<file path="config.mk">
export PLATFORM = sky130hd
export DESIGN_NAME = imm_extend_pipe
export DESIGN_NICKNAME = d
export VERILOG_FILES = /design/src/rtl/imm_extend_pipe.sv
export SDC_FILE = /design/constraint.sdc
export NUM_CORES = 1
export LEC_CHECK = 0
export CAP_MARGIN = 30
export CORE_MARGIN = 4
export CORE_UTILIZATION = 52
export DETAILED_ROUTE_END_ITERATION = 10
export PLACE_DENSITY_LB_ADDON = 0.25
export SYNTH_ARGS = -nofsm -noshare
export SYNTH_HDL_FRONTEND = slang
export SYNTH_SLANG_ARGS = --single-unit
</file>
<file path="constraint.sdc">
create_clock -name clk -period 3.2 [get_ports clk]
set_input_delay 0.32 -clock clk [delete_from_list [all_inputs] [get_ports clk]]
set_output_delay 0.32 -clock clk [all_outputs]
set_load 0.02 [all_outputs]
</file>
<file path="src/rtl/imm_extend_pipe.sv">
`default_nettype none
// +--------------------------------------------------------------------------+
// | imm_extend_pipe: immediate extender feeding a 2-entry ready/valid FIFO.   |
// | Option macro: IMMEXT_LUI_EN (Mode 10 = load-upper). Rev 1.0               |
// +--------------------------------------------------------------------------+
module imm_extend_pipe #(
   parameter int IN_W  = 16,
   parameter int OUT_W = 32
) (
   input  logic             clk,
   input  logic             rst,
   input  logic [IN_W-1:0]  In,
   input  logic [1:0]       Mode,
   input  logic             in_valid,
   output logic             in_ready,
   output logic [OUT_W-1:0] Out,
   output logic             out_valid,
   input  logic             out_ready,
   output logic [1:0]       Count
);

   localparam int c_PAD_W = OUT_W - IN_W;

   generate
      if (OUT_W < IN_W + 2) begin : g_bad_width
         $error("imm_extend_pipe: OUT_W must be at least IN_W+2");
      end
   endgenerate

   logic [OUT_W-1:0] w_zext;
   logic [OUT_W-1:0] w_sext;
   logic [OUT_W-1:0] w_ext;
   logic             w_push;
   logic             w_pop;

   logic [OUT_W-1:0] r_mem [2];
   logic             r_head;
   logic             r_tail;
   logic [1:0]       r_count;

   assign w_zext = {{c_PAD_W{1'b0}}, In};
   assign w_sext = {{c_PAD_W{In[IN_W-1]}}, In};

   always_comb begin
      w_ext = w_zext;
      case (Mode)
         2'b00: w_ext = w_zext;
         2'b01: w_ext = w_sext;
`ifdef IMMEXT_LUI_EN
         2'b10: w_ext = {In, {c_PAD_W{1'b0}}};
`else
         2'b10: w_ext = w_zext;
`endif
         2'b11: w_ext = {w_sext[OUT_W-3:0], 2'b00};
         default: w_ext = w_zext;
      endcase
   end

   // Handshake flags come from registered occupancy only, never from inputs.
   assign in_ready  = (r_count != 2'd2);
   assign out_valid = (r_count != 2'd0);
   assign Count     = r_count;
   assign Out       = out_valid ? r_mem[r_head] : '0;

   assign w_push = in_valid & in_ready;
   assign w_pop  = out_valid & out_ready;

   always_ff @(posedge clk or posedge rst) begin
      if (rst) begin
         r_mem[0] <= '0;
         r_mem[1] <= '0;
         r_head   <= 1'b0;
         r_tail   <= 1'b0;
         r_count  <= 2'd0;
      end else begin
         if (w_push) begin
            r_mem[r_tail] <= w_ext;
            r_tail        <= ~r_tail;
         end
         if (w_pop) begin
            r_head <= ~r_head;
         end
         case ({w_push, w_pop})
            2'b10:   r_count <= r_count + 2'd1;
            2'b01:   r_count <= r_count - 2'd1;
            default: r_count <= r_count;
         endcase
      end
   end

endmodule
`default_nettype wire

</file>
Word-level counts from Yosys, hierarchy flattened
Index checks and enable logic that the tools add are counted.
W data, S select, Z words.
{ "word_totals": {"regBits": 68, "inputBits": 22, "out_inout_bits": 36, "elab_cells": 36} }
{ "classes": {"n_addsub": 2, "order_cmp": 3, "n_eq_ne": 6, "n_mux": 9, "n_bitwise": 6, "reduce_logical": 5} }
{ "op_table": {"columns": ["op", "count"], "rows": [
  ["$mux W32", 5],
  ["$pmux W32 S3", 1],
  ["$bwmux W64", 1],
  ["$demux W32 S1", 1],
  ["$eq A2 B2 Y1 const B", 3],
  ["$eq A2 B1 Y1 const B", 2],
  ["$ge A2 B2 Y1 const B", 2],
  ["$not A1 Y2", 2],
  ["$pmux W2 S2", 1],
  ["$reduce_bool A2 Y1", 2],
  ["$add A2 B1 Y2 const B", 1],
  ["$and A1 B1 Y1", 2],
  ["$logic_not A2 Y1", 1],
  ["$lt A2 B1 Y1 const B", 1],
  ["$ne A2 B2 Y1 const B", 1],
  ["$not A1 Y1", 2],
  ["$reduce_or A2 Y1", 1],
  ["$sub A2 B1 Y2 const B", 1],
  ["$logic_and A1 B1 Y1", 1]
]} }

Logic depth before layout (Yosys ltp)
Gate-level depths: netlist of the first run.
{ "logic_depth": {"word_depth": 6, "depth_mapped": 6, "mapped_depth_nobuf": 6} }

Worst setup path before layout of the first run
Ideal clock, no wire load.
{ "synth_timing": {"path_kind": "register -> output", "from": "reg r_count[0] (netlist: Count[0])", "to": "out Out[18]", "t_arrival_ns": 1.996, "required_ns": 2.880, "slack_ns": 0.884, "stages_incl_launch_ff": 6, "n_path_buf": 3, "path_cell_list": "dfrtp_1 nor2_1 clkbuf_1 buf_2 nor2_1 buf_4"} }
{ "synth_via": {"elab_chain_cells": 2} }
{ "synth_rtl": {"columns": ["element", "line_no", "text"], "rows": [
  ["from (decl)", "39", "logic [1:0] r_count;"],
  ["from (signal assigned)", "84", "2'b10: r_count <= r_count + 2'd1;"],
  ["from (signal assigned)", "85", "2'b01: r_count <= r_count - 2'd1;"],
  ["from (signal assigned)", "86", "default: r_count <= r_count;"],
  ["$reduce_bool A2 Y1", "61", "assign out_valid = (r_count != 2'd0);"],
  ["$mux W32", "63", "assign Out = out_valid ? r_mem[r_head] : '0;"],
  ["to (decl)", "16", "output logic [OUT_W-1:0] Out,"]
]} }
Every way passes these cells.

Worst setup path after layout of the first run
{ "layout_timing": {"from": "reg r_count[0] (netlist: Count[0])", "to": "out Out[29]"} }
Same word-level chain as after synthesis.

==> impl_metrics.yaml, run 1 <==
setup_path:
  rr_worst_depth: 6
  cp_data_arrival_time_ns: 2.20
  worstSetupEndpointType: "output pin"
  crit_buf_inv: 1
  crit_chain: "nor2_1 -> nor2_1 -> clkdlybuf4s50_1"
  cp-start-kind: "register"
  required_ns: 2.88
  worst_path_most_repeated_cell: "nor2_1"
  path_depth: 3
  cp_top_family: "buffers and inverters"
  slowest_delay_ns: 0.75
  crit_type: "reg2out"
  crit_slowest_cell: "clkdlybuf4s50_1"
  crit_fanout: 15
yosys:
  synth-xor-area-share: 0.0196
  synth_nets: 195
  synth.yosys.seq_area_share: 0.447
  ys_top_cells_by_area: "dfrtp_1 (45%), mux2_2 (16%), mux2_4 (12%)"
  synth.distinct_cells: 21
  syn_area_mm2: 0.00224
  syn_inst: 172
  synth_edf_count: 0
  synth_mux_area_frac: 0.366
  synth_fa_ha_area_frac: 0.00559
  synth_seq_cells: 40
  synth_flop_cell: "dfrtp_1"
  async_flop_share: 1.00
  ys_warn_count: 0
  yosys.area_share.simple: 0.0660
  netlist.area_leader.share: 0.447
  synth_top_family_by_area: "multiplexers"
  avgSynthCellArea_um2: 13.0
  netlist.top_cell.by_area: "dfrtp_1"
  synth_compound_area_frac: 0
clock_network:
  htree_levels: 2
  postCtsHoldBufs: 0
  clk_latency_ns: 0.30
  cts_tree: "yes"
  postCtsSetupBuffers: 0
  clock_path_buffers: 2
  clk_pin_slew_ns: 0.09
  numCtsBuffers: 5
  cts.sinks: 40
  clockRootBuffer: "clkbuf_8"
  cts_resized: 0
drt:
  via_count: 1400
  viasPerCell: 5.22
  remaining_drc_errors: 0
  firstDrtPassIters: 4
  drtIter0Drc: 52
  drt-total-wl_mm: 4.70
  ant_nets: 0
  wl_per_cell_um: 17.5
layout:
  fillCellCount: 326
  final_core_util: 0.685
  seqCellArea_mm2: 0.00100
  areaGrowthSynthToFinish_pct: 25.2
  stdcell_area_mm2: 0.00280
  layout-drive-gt1-share: 0.294
  num_antenna_cells: 0
  final_cells: 268
  multiInputGateArea_mm2: 0.00102
  nNetsFinal: 240
placement:
  placed_cells: 260
  dp_hpwl_mm: 3.33
  dp_slack_ns: 0.965
  place_area_mm2: 0.00270
  place_congestion: 0.760
  place.port_buffers: 57
run:
  cap_violations: 0
timing:
  worst_slack_ns: 0.679
  drv_slew: 0
  period_needed_ns: 2.52
  post-route-period-util: 0.788
  worst_slew_pin_slew_ns: 0.760
  hold_viol: 0
  rsz0062_at_grt: "no"
  relSlewSlack: 0.492
  tns_ns: 0
  fmax_mhz: 397
  whs_ns: 0.444
  finalSetupViolCount: 0
  skew_ns: 0.0123
global_route:
  grt_overflow: 0
  grt_first_pass_wirelength_mm: 7.72
  grt_pass1_vias: 1568
  grt_max_degree: 41
  antenna_found_initial: 0
  track_usage: 0.189
power_and_ir_drop:
  cellPowerDensity_mw_per_mm2: 1200
  ir_drop_mv: 0.718
  p_leak_nw: 1.24
  total_power_mw: 3.35
die:
  design.core.area_mm2: 0.00409
  io_pins: 58
  design.die.area_mm2: 0.00542
  die_y_um: 73.6
  initial_utilization: 0.547
  die_w_um: 73.6
  rows: 23
status:
  status: "finished clean"
worst_hold_path:
  hold_path_class: "in2async"
routing by layer:
metal  vias to the layer above  GRT usage  wire, µm
li1                        657          -         -
met1                       706      0.232      2030
met2                        31      0.321      2430
met3                         6     0.0616       198
met4                         0     0.0443        38
met5                         -          0         0
area by class of cell:
cell class,count,share of cell area
tap,50,0.0223
sequential,40,0.357
clock buffer,6,0.0295
multi-input combinational,105,0.366
clock inverter,2,0.00536
inverter,4,0.00536
timing repair buffer,61,0.214
worst paths after layout:
| path | endpoint | slack, ns | from |
|---|---|---|---|
| worst max register to register | Count[1] | 1.48 | Count[0] |
| worst min register to register | r_tail | 0.51 | r_tail |
| worst max-delay path | Out[29] | 0.68 | Count[0] |
| max in group asynchronous | r_mem[36] | 2.42 | rst |
| worst min-delay path | r_mem[38] | 0.44 | rst |
| min in group clk | r_tail | 0.51 | r_tail |
worst reg2reg max path, cell delays in order (launching register included):
cell and delay (ns):
dfrtp_1 0.45, nor2_1 0.19, buf_4 0.28, nor2b_1 0.11
ha_1 0.32, nor2_1 0.14, xor2_1 0.16
power by group:
part / leakage, nW / switching, mW / internal (mW)
clock network: 0.0434 / 0.184 / 0.175
logic: 0.719 / 0.987 / 1.08
registers: 0.477 / 0.160 / 0.767
total: 1.24 / 1.33 / 2.02
cells in the mapped netlist (3+ instances only):
library cell and instances:
mux2i_1 20, buf_6 3, and2_1 3, nor2_1 20
mux2_2 31, dfrtp_1 40, buf_4 14, mux2_4 18
xnor2_1 3, buf_2 3, inv_1 4
state kept, by name (all words and copies together), names as in the netlist:
signal,count
r_mem,36
Count,2
r_head,1
r_tail,1
cells by family after synthesis:
logic type / count (synthesis)
adder cells (fa/ha/maj): 1
buffers and inverters: 27
XOR/XNOR: 5
AND/OR/NAND/NOR: 30
multiplexers: 69
flip-flops: 40
layout by cell type, fill, tap and decap left out:
cell type	instances
and2_1	3
and3_4	1
and3b_1	1
buf_4	4
clkbuf_8	6
clkdlybuf4s50_1	57
clkinvlp_4	2
dfrtp_1	40
ha_1	1
inv_1	4
mux2_2	31
mux2_4	18
mux2i_1	20
nand2_1	2
nand2_2	1
nand2b_4	1
nor2_1	20
nor2b_1	1
xnor2_1	3
xor2_1	2
(Power assumes the default switching activity.)
==> run 2: changes to the inputs <==
--- a/config.mk
+++ b/config.mk
@@ -7,7 +7,7 @@
 export LEC_CHECK = 0
 export CAP_MARGIN = 30
 export CORE_MARGIN = 4
-export CORE_UTILIZATION = 52
+export CORE_UTILIZATION = 44
 export DETAILED_ROUTE_END_ITERATION = 10
 export PLACE_DENSITY_LB_ADDON = 0.25
 export SYNTH_ARGS = -nofsm -noshare
==> constraint.sdc (replaced) <==
create_clock -name clk -period 2.11 [get_ports clk]
set_input_delay 0.211 -clock clk [delete_from_list [all_inputs] [get_ports clk]]
set_output_delay 0.211 -clock clk [all_outputs]
set_load 0.02 [all_outputs]
==> impl_metrics.yaml, run 2 (same netlist as run 1, synthesis figures left out) <==
power_and_ir_drop:
  ir_drop_mv: 1.10
  total_power_mw: 5.08
  seqPwrFrac: 0.279
  p_clk_frac: 0.099
  cellPowerDensity_mw_per_mm2: 1780
  switching_share: 0.393
  p_leak_nw: 1.30
  p_int_mw: 3.08
  pwr-share-comb: 0.622
  p_switching_mw: 2.00
layout:
  stdcell_area_mm2: 0.00285
  regMostFlops: "r_mem"
  areaGrowthSynthToFinish_pct: 27.4
  largest_reg_flops: 36
  final_cells: 286
  num_antenna_cells: 0
  layout_common_cells: "clkdlybuf4s50_1 (54), dfrtp_1 (40), mux2_2 (31), mux2i_1 (20)"
  nNetsFinal: 241
  final_core_util: 0.592
  final_common_cell: "clkdlybuf4s50_1"
  layout-drive-gt1-share: 0.306
  fillCellCount: 389
drt:
  wl_per_cell_um: 16.3
  drtIter0Drc: 92
  remaining_drc_errors: 0
  drt-total-wl_mm: 4.67
  firstDrtPassIters: 4
  via_count: 1376
  viasPerCell: 4.81
  ant_nets: 0
timing:
  finalSetupViolCount: 0
  worst_slack_ns: 0.0847
  whs_ns: 0.342
  skew_ns: 0.00720
  period_needed_ns: 2.03
  drv_slew: 0
  tns_ns: 0
  relSlewSlack: 0.666
  fmax_mhz: 494
  hold_viol: 0
  worst_slew_pin_slew_ns: 0.502
  post-route-period-util: 0.960
setup_path:
  reg2reg_from: "Count[0]"
  worstSetupEndpointType: "output pin"
  required_ns: 1.90
  cp-startpoint: "r_head"
  regToRegSetupSlack_ns: 0.44
  crit_fanout: 18
  cp-start-kind: "register"
  cp-endpoint: "Out[12]"
  cp_data_arrival_time_ns: 1.81
  r2r_end: "Count[1]"
  rr_worst_depth: 6
  crit_type: "reg2out"
placement:
  place.port_buffers: 57
  dp_hpwl_mm: 3.37
  place_congestion: 0.707
  dp_slack_ns: 0.222
  place_area_mm2: 0.00273
  placed_cells: 278
global_route:
  track_usage: 0.159
  antenna_found_initial: 0
  grt_first_pass_wirelength_mm: 7.76
  grt_overflow: 0
  grt_max_degree: 41
  grt_pass1_vias: 1529
clock_network:
  clk_latency_ns: 0.28
  postCtsSetupBuffers: 0
  cts.sinks: 40
  numCtsBuffers: 5
  postCtsHoldBufs: 0
  htree_levels: 2
  cts_tree: "yes"
  clk_pin_slew_ns: 0.08
  clock_path_buffers: 2
  clockRootBuffer: "clkbuf_8"
die:
  die_w_um: 79.3
  io_pins: 58
  rows: 25
  initial_utilization: 0.464
  design.core.area_mm2: 0.00482
  design.die.area_mm2: 0.00629
  die_y_um: 79.3
status:
  status: "finished clean"
worst_hold_path:
  hold_path_class: "in2async"
run:
  cap_violations: 0
[run 2: cell count changes in the layout (fill, tap and decap cells not counted), sizes merged]
cell / previous run / this run
dlymetal6s2s: 0 / 3
buf: 4 / 5
clkinv: 0 / 2
clkdlybuf4s50: 57 / 54
clkinvlp: 2 / 0
[run 2: how the worst min path moves through the flow]
stage,startpoint,endpoint,slack [ns],depth (start not counted)
floorplan,Mode[0],r_mem[16],0.37,2
global placement,r_tail,r_tail,0.48,1
detailed placement,r_tail,r_tail,0.49,1
CTS,rst,r_mem[14],0.36,3
global route,rst,r_mem[14],0.41,3
finish,rst,r_mem[14],0.34,3
[run 2: timing repair]
action,CTS,global route
gates resized for setup,2,5
pin swaps,0,0
endpoints found under the setup margin,15,23
[run 2: power by group through the flow]
stage / logic [mW] / registers, mW / clock network [mW]
after global routing: 3.37 / 1.47 / 0.561
final: 3.16 / 1.42 / 0.505
after floorplan: 2.23 / 1.36 / 0
after detailed placement: 3.18 / 1.41 / 0
after CTS: 3.21 / 1.40 / 0.525
after global placement: 3.13 / 1.38 / 0
[run 2: per-layer routing]
| metal | GRT usage | share of wire | wire [µm] | vias up |
|---|---|---|---|---|
| li1 | - | - | - | 661 |
| met1 | 0.190 | 0.44 | 2070 | 675 |
| met2 | 0.282 | 0.49 | 2300 | 38 |
| met3 | 0.0465 | 0.060 | 282 | 2 |
| met4 | 0.0361 | 0.0041 | 19 | 0 |
| met5 | 0 | 0 | 0 | - |
[run 2: cell type report]
class | count | area [µm²] | area share
multi-input cells | 105 | 1040 | 0.364
flip-flops and latches | 40 | 1000 | 0.351
repair buffers | 62 | 619 | 0.217
well taps | 67 | 83.8 | 0.0294
clock buffers | 6 | 82.6 | 0.0290
inverters | 4 | 15.0 | 0.00527
clock inverters | 2 | 10.0 | 0.00351
[run 2: worst max-delay path: stages (launching register included)]
cell             delay (ns)
dfrtp_1                0.39
buf_6                  0.27
mux2i_1                0.12
nor2_1                 0.11
clkdlybuf4s50_1        0.63
